<file path="config.mk">
export PLATFORM = sky130hd
export DESIGN_NAME = vga_chain_source_flat
export DESIGN_NICKNAME = d
export VERILOG_FILES = /design/src/rtl/vga_timing_pkg.sv /design/src/rtl/vga_if.sv /design/src/rtl/timing_axis.sv /design/src/rtl/timing_axis_chk.sv /design/src/rtl/vga_chain_source.sv /design/src/flat_wrapper.sv
export SDC_FILE = /design/constraint.sdc
export NUM_CORES = 1
export LEC_CHECK = 0
export BUFFER_PORTS_ARGS = -buffer_cell sky130_fd_sc_hd__clkbuf_2
export CORE_AREA = 10 10 78 80
export CTS_CLUSTER_SIZE = 28
export DETAILED_ROUTE_END_ITERATION = 10
export DIE_AREA = 0 0 88 90
export GPL_TIMING_DRIVEN = 0
export PLACE_DENSITY_LB_ADDON = 0.05
export SLEW_MARGIN = 20
export SYNTH_ARGS = -nofsm -noshare
export SYNTH_HDL_FRONTEND = slang
export SYNTH_SLANG_ARGS = --single-unit
</file>
<file path="constraint.sdc">
create_clock -name clk -period 4.7 [get_ports clk]
set_input_delay 0.94 -clock clk [delete_from_list [all_inputs] [get_ports clk]]
set_output_delay 0.94 -clock clk [all_outputs]
set_load 0.02 [all_outputs]
</file>
<file path="src/rtl/vga_timing_pkg.sv">
// Shared VGA timing definitions.
// Holds the per-axis phase encoding, the default 640x480@60 timing constants,
// the total-count helper and the phase sequencing functions used by every
// timing axis and its checker.
package vga_timing_pkg;

    typedef enum logic [1:0] {
        ACTIVE = 2'd0,
        FP     = 2'd1,
        PULSE  = 2'd2,
        BP     = 2'd3
    } phase_t;

    localparam int DEF_H_PIXELS = 640;
    localparam int DEF_H_FP     = 16;
    localparam int DEF_H_PULSE  = 96;
    localparam int DEF_H_BP     = 48;
    localparam int DEF_V_PIXELS = 480;
    localparam int DEF_V_FP     = 10;
    localparam int DEF_V_PULSE  = 2;
    localparam int DEF_V_BP     = 33;

    // Counts per line (horizontal) or lines per frame (vertical).
    function automatic int axis_total(input int vis, input int fp, input int pulse, input int bp);
        return vis + fp + pulse + bp;
    endfunction

    function automatic int h_total(input int vis, input int fp, input int pulse, input int bp);
        return axis_total(vis, fp, pulse, bp);
    endfunction

    function automatic int v_total(input int vis, input int fp, input int pulse, input int bp);
        return axis_total(vis, fp, pulse, bp);
    endfunction

    // Phase a given count belongs to; used to cross-check the phase FSM.
    function automatic phase_t phase_of(input int cnt, input int vis, input int fp, input int pulse);
        phase_t ph;
        if (cnt < vis) begin
            ph = ACTIVE;
        end else if (cnt < vis + fp) begin
            ph = FP;
        end else if (cnt < vis + fp + pulse) begin
            ph = PULSE;
        end else begin
            ph = BP;
        end
        return ph;
    endfunction

    // Phase to enter after the current count; changes only on the last count of a phase.
    function automatic phase_t next_phase(input phase_t ph, input int cnt, input int vis,
                                          input int fp, input int pulse, input int bp);
        phase_t nxt;
        case (ph)
            ACTIVE:  nxt = (cnt == vis - 1)                    ? FP     : ACTIVE;
            FP:      nxt = (cnt == vis + fp - 1)               ? PULSE  : FP;
            PULSE:   nxt = (cnt == vis + fp + pulse - 1)       ? BP     : PULSE;
            BP:      nxt = (cnt == vis + fp + pulse + bp - 1)  ? ACTIVE : BP;
            default: nxt = ACTIVE;
        endcase
        return nxt;
    endfunction

endpackage

</file>
<file path="src/rtl/vga_if.sv">
// VGA pixel-chain bundle passed from the chain source through the sprite units.
// t carries coordinates, colour, sync and the active-area flag.
// Modports: out (producer drives t), in (consumer reads t).
interface vga #(
    parameter int X_W = 10,
    parameter int Y_W = 9
);
    typedef struct packed {
        logic [X_W-1:0] pxl_x;
        logic [Y_W-1:0] pxl_y;
        logic [3:0]     red;
        logic [3:0]     green;
        logic [3:0]     blue;
        logic           hsync;
        logic           vsync;
        logic           active;
    } vga_t;

    vga_t t;

    modport out (output t);
    modport in  (input  t);
endinterface

</file>
<file path="src/rtl/timing_axis.sv">
// Generic VGA timing axis: a wrapping counter plus the ACTIVE/FP/PULSE/BP
// phase FSM that tracks it. Used once per line (horizontal) and once per
// frame (vertical).
// Ports: clk, rst_n (async active-low), advance (count enable),
//        cnt (current count), phase (current phase), wrap (count is last of axis).
module timing_axis
    import vga_timing_pkg::*;
#(
    parameter  int VIS_LEN   = 640,
    parameter  int FP_LEN    = 16,
    parameter  int PULSE_LEN = 96,
    parameter  int BP_LEN    = 48,
    localparam int TOTAL     = axis_total(VIS_LEN, FP_LEN, PULSE_LEN, BP_LEN),
    localparam int CW        = $clog2(TOTAL)
) (
    input  logic          clk,
    input  logic          rst_n,
    input  logic          advance,
    output logic [CW-1:0] cnt,
    output phase_t        phase,
    output logic          wrap
);

    logic [CW-1:0] cnt_r;
    phase_t        phase_r;

    // Terminal count of the axis; the caller chains the next axis off this.
    assign wrap  = (cnt_r == CW'(TOTAL - 1));
    assign cnt   = cnt_r;
    assign phase = phase_r;

    // Counter and phase register advance together so they can never diverge.
    always_ff @(posedge clk or negedge rst_n) begin
        if (!rst_n) begin
            cnt_r   <= '0;
            phase_r <= ACTIVE;
        end else if (advance) begin
            cnt_r   <= wrap ? '0 : cnt_r + CW'(1);
            phase_r <= next_phase(phase_r, int'(cnt_r), VIS_LEN, FP_LEN, PULSE_LEN, BP_LEN);
        end
    end

    timing_axis_chk #(
        .VIS_LEN   (VIS_LEN),
        .FP_LEN    (FP_LEN),
        .PULSE_LEN (PULSE_LEN),
        .CW        (CW)
    ) u_chk (
        .clk   (clk),
        .rst_n (rst_n),
        .cnt   (cnt_r),
        .phase (phase_r)
    );

endmodule

</file>
<file path="src/rtl/timing_axis_chk.sv">
// Consistency checker for one timing axis: the phase register must always
// name the phase that the counter value falls into.
// Ports: clk, rst_n, cnt (axis counter), phase (axis phase register).
module timing_axis_chk
    import vga_timing_pkg::*;
#(
    parameter int VIS_LEN   = 640,
    parameter int FP_LEN    = 16,
    parameter int PULSE_LEN = 96,
    parameter int CW        = 10
) (
    input logic          clk,
    input logic          rst_n,
    input logic [CW-1:0] cnt,
    input phase_t        phase
);

    phase_t exp_phase_s;

    // Phase implied by the current count.
    always_comb begin
        exp_phase_s = phase_of(int'(cnt), VIS_LEN, FP_LEN, PULSE_LEN);
    end

    phase_matches_count: assert property (@(posedge clk) disable iff (!rst_n) phase == exp_phase_s);

endmodule

</file>
<file path="src/rtl/vga_chain_source.sv">
// Head of the VGA pixel chain. Generates horizontal/vertical timing and
// presents registered coordinates, sync and background colour to the sprite
// chain, plus frame-rate event pulses for game logic and animation.
// Ports: clk, resetN (async active-low), pxl_en (pixel-rate enable),
//        vga_chain_out (pixel bundle), frame_start / vblank_start / anim_pulse
//        (one-clk events), vblank (level, current line outside visible area).
module vga_chain_source
    import vga_timing_pkg::*;
#(
    parameter int          H_PIXELS    = DEF_H_PIXELS,
    parameter int          H_FP        = DEF_H_FP,
    parameter int          H_PULSE     = DEF_H_PULSE,
    parameter int          H_BP        = DEF_H_BP,
    parameter int          V_PIXELS    = DEF_V_PIXELS,
    parameter int          V_FP        = DEF_V_FP,
    parameter int          V_PULSE     = DEF_V_PULSE,
    parameter int          V_BP        = DEF_V_BP,
    parameter logic        SYNC_ACTIVE = 1'b0,
    parameter int          ANIM_DIV    = 8,
    parameter logic [11:0] BG_COLOR    = 12'h000
) (
    input  logic clk,
    input  logic resetN,
    input  logic pxl_en,
    vga.out      vga_chain_out,
    output logic frame_start,
    output logic vblank_start,
    output logic anim_pulse,
    output logic vblank
);

    localparam int HCW   = $clog2(h_total(H_PIXELS, H_FP, H_PULSE, H_BP));
    localparam int VCW   = $clog2(v_total(V_PIXELS, V_FP, V_PULSE, V_BP));
    localparam int XW    = $clog2(H_PIXELS);
    localparam int YW    = $clog2(V_PIXELS);
    localparam int DIV_W = (ANIM_DIV > 1) ? $clog2(ANIM_DIV) : 1;

    logic [HCW-1:0]   h_cnt_s;
    logic [VCW-1:0]   v_cnt_s;
    phase_t           h_phase_s;
    phase_t           v_phase_s;
    logic             h_wrap_s;
    logic             v_wrap_s;
    logic             active_s;
    logic             at_origin_s;
    logic             at_vblank_s;
    logic [DIV_W-1:0] div_r;

    timing_axis #(
        .VIS_LEN (H_PIXELS), .FP_LEN (H_FP), .PULSE_LEN (H_PULSE), .BP_LEN (H_BP)
    ) u_h_axis (
        .clk (clk), .rst_n (resetN), .advance (pxl_en),
        .cnt (h_cnt_s), .phase (h_phase_s), .wrap (h_wrap_s)
    );

    timing_axis #(
        .VIS_LEN (V_PIXELS), .FP_LEN (V_FP), .PULSE_LEN (V_PULSE), .BP_LEN (V_BP)
    ) u_v_axis (
        .clk (clk), .rst_n (resetN), .advance (h_wrap_s & pxl_en),
        .cnt (v_cnt_s), .phase (v_phase_s), .wrap (v_wrap_s)
    );

    assign active_s    = (h_phase_s == ACTIVE) && (v_phase_s == ACTIVE);
    assign at_origin_s = (h_cnt_s == '0) && (v_cnt_s == '0);
    assign at_vblank_s = (h_cnt_s == '0) && (v_cnt_s == VCW'(V_PIXELS));

    // Frame divider: counts vblank_start events, anim_pulse fires on its zero count.
    always_ff @(posedge clk or negedge resetN) begin
        if (!resetN) begin
            div_r <= '0;
        end else if (pxl_en && at_vblank_s) begin
            div_r <= (div_r == DIV_W'(ANIM_DIV - 1)) ? '0 : div_r + DIV_W'(1);
        end
    end

    // Output register: levels follow the presented pixel, events last one clk only.
    always_ff @(posedge clk or negedge resetN) begin
        if (!resetN) begin
            vga_chain_out.t.pxl_x  <= '0;
            vga_chain_out.t.pxl_y  <= '0;
            vga_chain_out.t.red    <= 4'h0;
            vga_chain_out.t.green  <= 4'h0;
            vga_chain_out.t.blue   <= 4'h0;
            vga_chain_out.t.hsync  <= ~SYNC_ACTIVE;
            vga_chain_out.t.vsync  <= ~SYNC_ACTIVE;
            vga_chain_out.t.active <= 1'b0;
            vblank                 <= 1'b0;
            frame_start            <= 1'b0;
            vblank_start           <= 1'b0;
            anim_pulse             <= 1'b0;
        end else begin
            frame_start  <= pxl_en & at_origin_s;
            vblank_start <= pxl_en & at_vblank_s;
            anim_pulse   <= pxl_en & at_vblank_s & (div_r == '0);
            if (pxl_en) begin
                // Forcing to zero outside the visible area keeps wide counts from aliasing.
                vga_chain_out.t.pxl_x  <= active_s ? h_cnt_s[XW-1:0] : '0;
                vga_chain_out.t.pxl_y  <= active_s ? v_cnt_s[YW-1:0] : '0;
                vga_chain_out.t.red    <= active_s ? BG_COLOR[11:8] : 4'h0;
                vga_chain_out.t.green  <= active_s ? BG_COLOR[7:4]  : 4'h0;
                vga_chain_out.t.blue   <= active_s ? BG_COLOR[3:0]  : 4'h0;
                vga_chain_out.t.hsync  <= (h_phase_s == PULSE) ? SYNC_ACTIVE : ~SYNC_ACTIVE;
                vga_chain_out.t.vsync  <= (v_phase_s == PULSE) ? SYNC_ACTIVE : ~SYNC_ACTIVE;
                vga_chain_out.t.active <= active_s;
                vblank                 <= (v_phase_s != ACTIVE);
            end
        end
    end

endmodule
</file>
<file path="src/flat_wrapper.sv">
// flat-port wrapper written by rule: the top's interface ports become plain ports
module vga_chain_source_flat import vga_timing_pkg::*;
#(
    parameter int          H_PIXELS    = DEF_H_PIXELS,
    parameter int          H_FP        = DEF_H_FP,
    parameter int          H_PULSE     = DEF_H_PULSE,
    parameter int          H_BP        = DEF_H_BP,
    parameter int          V_PIXELS    = DEF_V_PIXELS,
    parameter int          V_FP        = DEF_V_FP,
    parameter int          V_PULSE     = DEF_V_PULSE,
    parameter int          V_BP        = DEF_V_BP,
    parameter logic        SYNC_ACTIVE = 1'b0,
    parameter int          ANIM_DIV    = 8,
    parameter logic [11:0] BG_COLOR    = 12'h000
)
  (clk, resetN, pxl_en, frame_start, vblank_start, anim_pulse, vblank, vga_chain_out_t);
  vga vga_chain_out_i ();
  input  logic clk;
  input  logic resetN;
  input  logic pxl_en;
  output logic frame_start;
  output logic vblank_start;
  output logic anim_pulse;
  output logic vblank;
  output wire logic [$bits(vga_chain_out_i.t)-1:0] vga_chain_out_t;
  assign vga_chain_out_t = vga_chain_out_i.t;
  vga_chain_source #(.H_PIXELS(H_PIXELS), .H_FP(H_FP), .H_PULSE(H_PULSE), .H_BP(H_BP), .V_PIXELS(V_PIXELS), .V_FP(V_FP), .V_PULSE(V_PULSE), .V_BP(V_BP), .SYNC_ACTIVE(SYNC_ACTIVE), .ANIM_DIV(ANIM_DIV), .BG_COLOR(BG_COLOR)) u_core (.clk(clk), .resetN(resetN), .pxl_en(pxl_en), .vga_chain_out(vga_chain_out_i), .frame_start(frame_start), .vblank_start(vblank_start), .anim_pulse(anim_pulse), .vblank(vblank));
endmodule
</file>
==> flow_summary.ini <==
[power_and_ir_drop]
vdd_drop_max_mv = 0.158
p_total_mw = 0.951
power_switching_mw = 0.258
sw_frac_of_total_pct = 27.1
power_frac_comb_pct = 12.8
p_per_area_nw_per_um2 = 313
p_leak_nw = 1.54
power.internal_mw = 0.693
pwr-share-seq_pct = 53.1
power.share.clock_pct = 34.0

[placed_design]
place_congestion = 0.804
io_buffer_count = 28
dp.final_hpwl_um = 4060

[route]
vias_per_cell = 5.70
met2WireLength_um = 2560
met1_length_um = 2630
antenna_left = 0
top_layer = met4
wire_per_inst_um = 16.7
drc = 0
routed_wirelength_um = 5710
vias = 1942
firstDrtPassIters = 4
drt_iter0_drc = 96
met3_length_um = 452

[timing]
final_max_slew_viol_count = 0
fin_crit_sh_pct = 46.5
rsz0062_at_grt = false
timing.setup.tns_ns = 0
slew_headroom_pct = 52.5
fmax_mhz = 458
finalClockSkew_ns = 0.00689
hold_slack_ns = 0.483
layout_min_cycle_time_ns = 2.19
setup_violations = 0
tightestPinTransition_ns = 0.713
finalHoldViolations = 0

[layout]
area_growth_pct = 13.9
drive_above_1_share_pct = 24.4
final_util_pct = 66.1
nets = 297
antenna_cells = 0

[grt]
antenna_found_initial = 0
grt_overflow = 0
grt_pass1_wl_um = 10200
grt_use_total_pct = 15.5
grt_pass1_vias = 2070
grt_max_degree = 54

[setup_path]
critPathCaptureType = flip-flop
worstSetupPathType = input pin to flip-flop
r2r_cells = 5
r2r_setup_slack_ns = 2.57
path_max_fanout = 10
rr_startpoint = u_core.u_h_axis.cnt[4]
critPathArrivalTime_ns = 2.43
worstReg2RegEnd = u_core.div_r[0]
cp-start-kind = input pin
crit_required_ns = 4.94

[clock_tree]
cts_buffers = 5
clock_sinks = 53
cts_root_buffer = clkbuf_8
clk_path_buf_depth = 2
hold_buffers = 0
htreeDepth = 2
cts_setup_buffers = 0
clk_latency_ns = 0.30
clk_transition_reported_paths_ns = 0.09
ctsResizeCount = 0
cts_tree = done

[synth]
ys_warn_count = 0
synth_ff_type = dfrtp_1
synth_async_sr_flop_share_pct = 100
synth-edff-count = 0
yosys.area.top_type = dfrtp_1
ys_seq_elements = 53
ys_top_cells_by_area = dfrtp_1 48%, a22o_1 6.2%, buf_4 4.2%, ha_1 3.8%, dfstp_2 2.0%
yosys.cell_types.count = 53
synth_seq_area_share_pct = 49.8
synth_top_area_share_pct = 47.8
syn_area_um2 = 2670
syn_inst = 240
synth.most_common_cell = dfrtp_1
synth.avg_cell_area_um2 = 11.1
netlist_top_cells_count = 51 x dfrtp_1, 19 x a22o_1, 15 x buf_4

[floorplan]
rows = 25
die_x_um = 88
dieArea_um2 = 7920
pin_count = 41
coreArea_um2 = 4600
start_util_pct = 58.0
die_y_um = 90

[run_status]
outcome = finished, final reports clean

[worst_hold_path]
min-delay-start = u_core.vga_chain_out.t[0]
holdPathEnd = u_core.vga_chain_out.t[0]
hold_class = flip-flop to flip-flop
whs_path_depth = 1

[flow_run]
maxCapViolCount = 0
==> worst max path at each step <==
stage	start	end	slack [ns]	cells after the start
5_1_grt	pxl_en	u_core.vga_chain_out.t[17]	2.38	6
6_report	pxl_en	u_core.vga_chain_out.t[19]	2.51	6
3_5_place_dp	pxl_en	u_core.vga_chain_out.t[19]	2.24	6
3_3_place_gp	pxl_en	u_core.vga_chain_out.t[19]	2.21	6
2_1_floorplan	pxl_en	u_core.div_r[0]	2.60	4
4_1_cts	pxl_en	u_core.vga_chain_out.t[19]	2.54	6
==> power groups by stage <==
| stage | logic [mW] | registers (mW) | clock network (mW) |
|---|---|---|---|
| after floorplan | 0.0935 | 0.504 | 0 |
| after global placement | 0.117 | 0.512 | 0 |
| after detailed placement | 0.121 | 0.513 | 0 |
| after CTS | 0.122 | 0.504 | 0.332 |
| after global routing | 0.139 | 0.510 | 0.349 |
| final | 0.122 | 0.505 | 0.324 |
==> layout make-up <==
cell class / instances / area [µm²]
clock buffers: 6 / 82.6
well taps: 54 / 67.6
repair buffers: 28 / 143
fillers: 389 / 1560
plain buffers: 28 / 176
multi-input cells: 158 / 1160
inverters: 12 / 45.0
clock inverters: 2 / 37.5
flip-flops and latches: 53 / 1330
==> sequential cells by signal, indices dropped and copies added, names as in the netlist <==
register,count
u_core.div_r,3
u_core.u_h_axis.phase,2
u_core.u_v_axis.phase,2
u_core.vblank_start,1
u_core.anim_pulse,1
u_core.u_v_axis.cnt,10
u_core.u_h_axis.cnt,10
u_core.frame_start,1
u_core.vblank,1
u_core.vga_chain_out.t,22
==> placed cells by master, fill, tap and decap left out, types with 3 or more instances in the layout <==
cell and instances:
a31oi_1 5, nand2_1 12, a22o_1 19, nor4_1 3
and4_1 4, conb_1 12, and2_1 3, nand3b_1 3
xnor2_1 6, nand2b_1 3, clkbuf_2 28, and3_1 5
nor3b_1 4, buf_4 15, inv_1 12, mux2i_1 3
mux2_2 3, clkbuf_8 6, xor2_1 3, o21ai_0 8
a21o_1 3, clkbuf_1 9, dfrtp_1 51, nand4_1 6
nand3_1 7, nor2_1 8, ha_1 8, o31ai_1 3
==> critical path, stage by stage <==
cell and delay (ns):
clkbuf_2 0.14, inv_1 0.11, or3_1 0.37, nor3_1 0.27
clkbuf_1 0.40, a22o_1 0.20
==> kinds of logic after synthesis <==
group                      share of synthesized area, %
muxes                                              2.39
xor gates and xnor gates                           2.95
other                                             0.141
AOI/OAI and AO/OA                                  13.7
adders and majority gates                          3.75
DFF                                                49.8
and+or+nand+nor                                    19.0
buffers and inverters                              8.30
==> per-layer routing <==
| layer | GRT usage (%) | up-vias |
|---|---|---|
| li1 | - | 940 |
| met1 | 20.3 | 938 |
| met2 | 23.4 | 60 |
| met3 | 4.42 | 4 |
| met4 | 5.72 | 0 |
| met5 | 0 | - |
==> metrics by stage <==
step	cell area, µm²	setup WS [ns]	std cells
after floorplan	2710	2.60	251
after global placement	2920	2.21	333
after detailed placement	2920	2.24	333
after CTS	3040	2.54	341
after global routing	3040	2.38	341
final	3040	2.51	341
(Power assumes the default switching activity.)
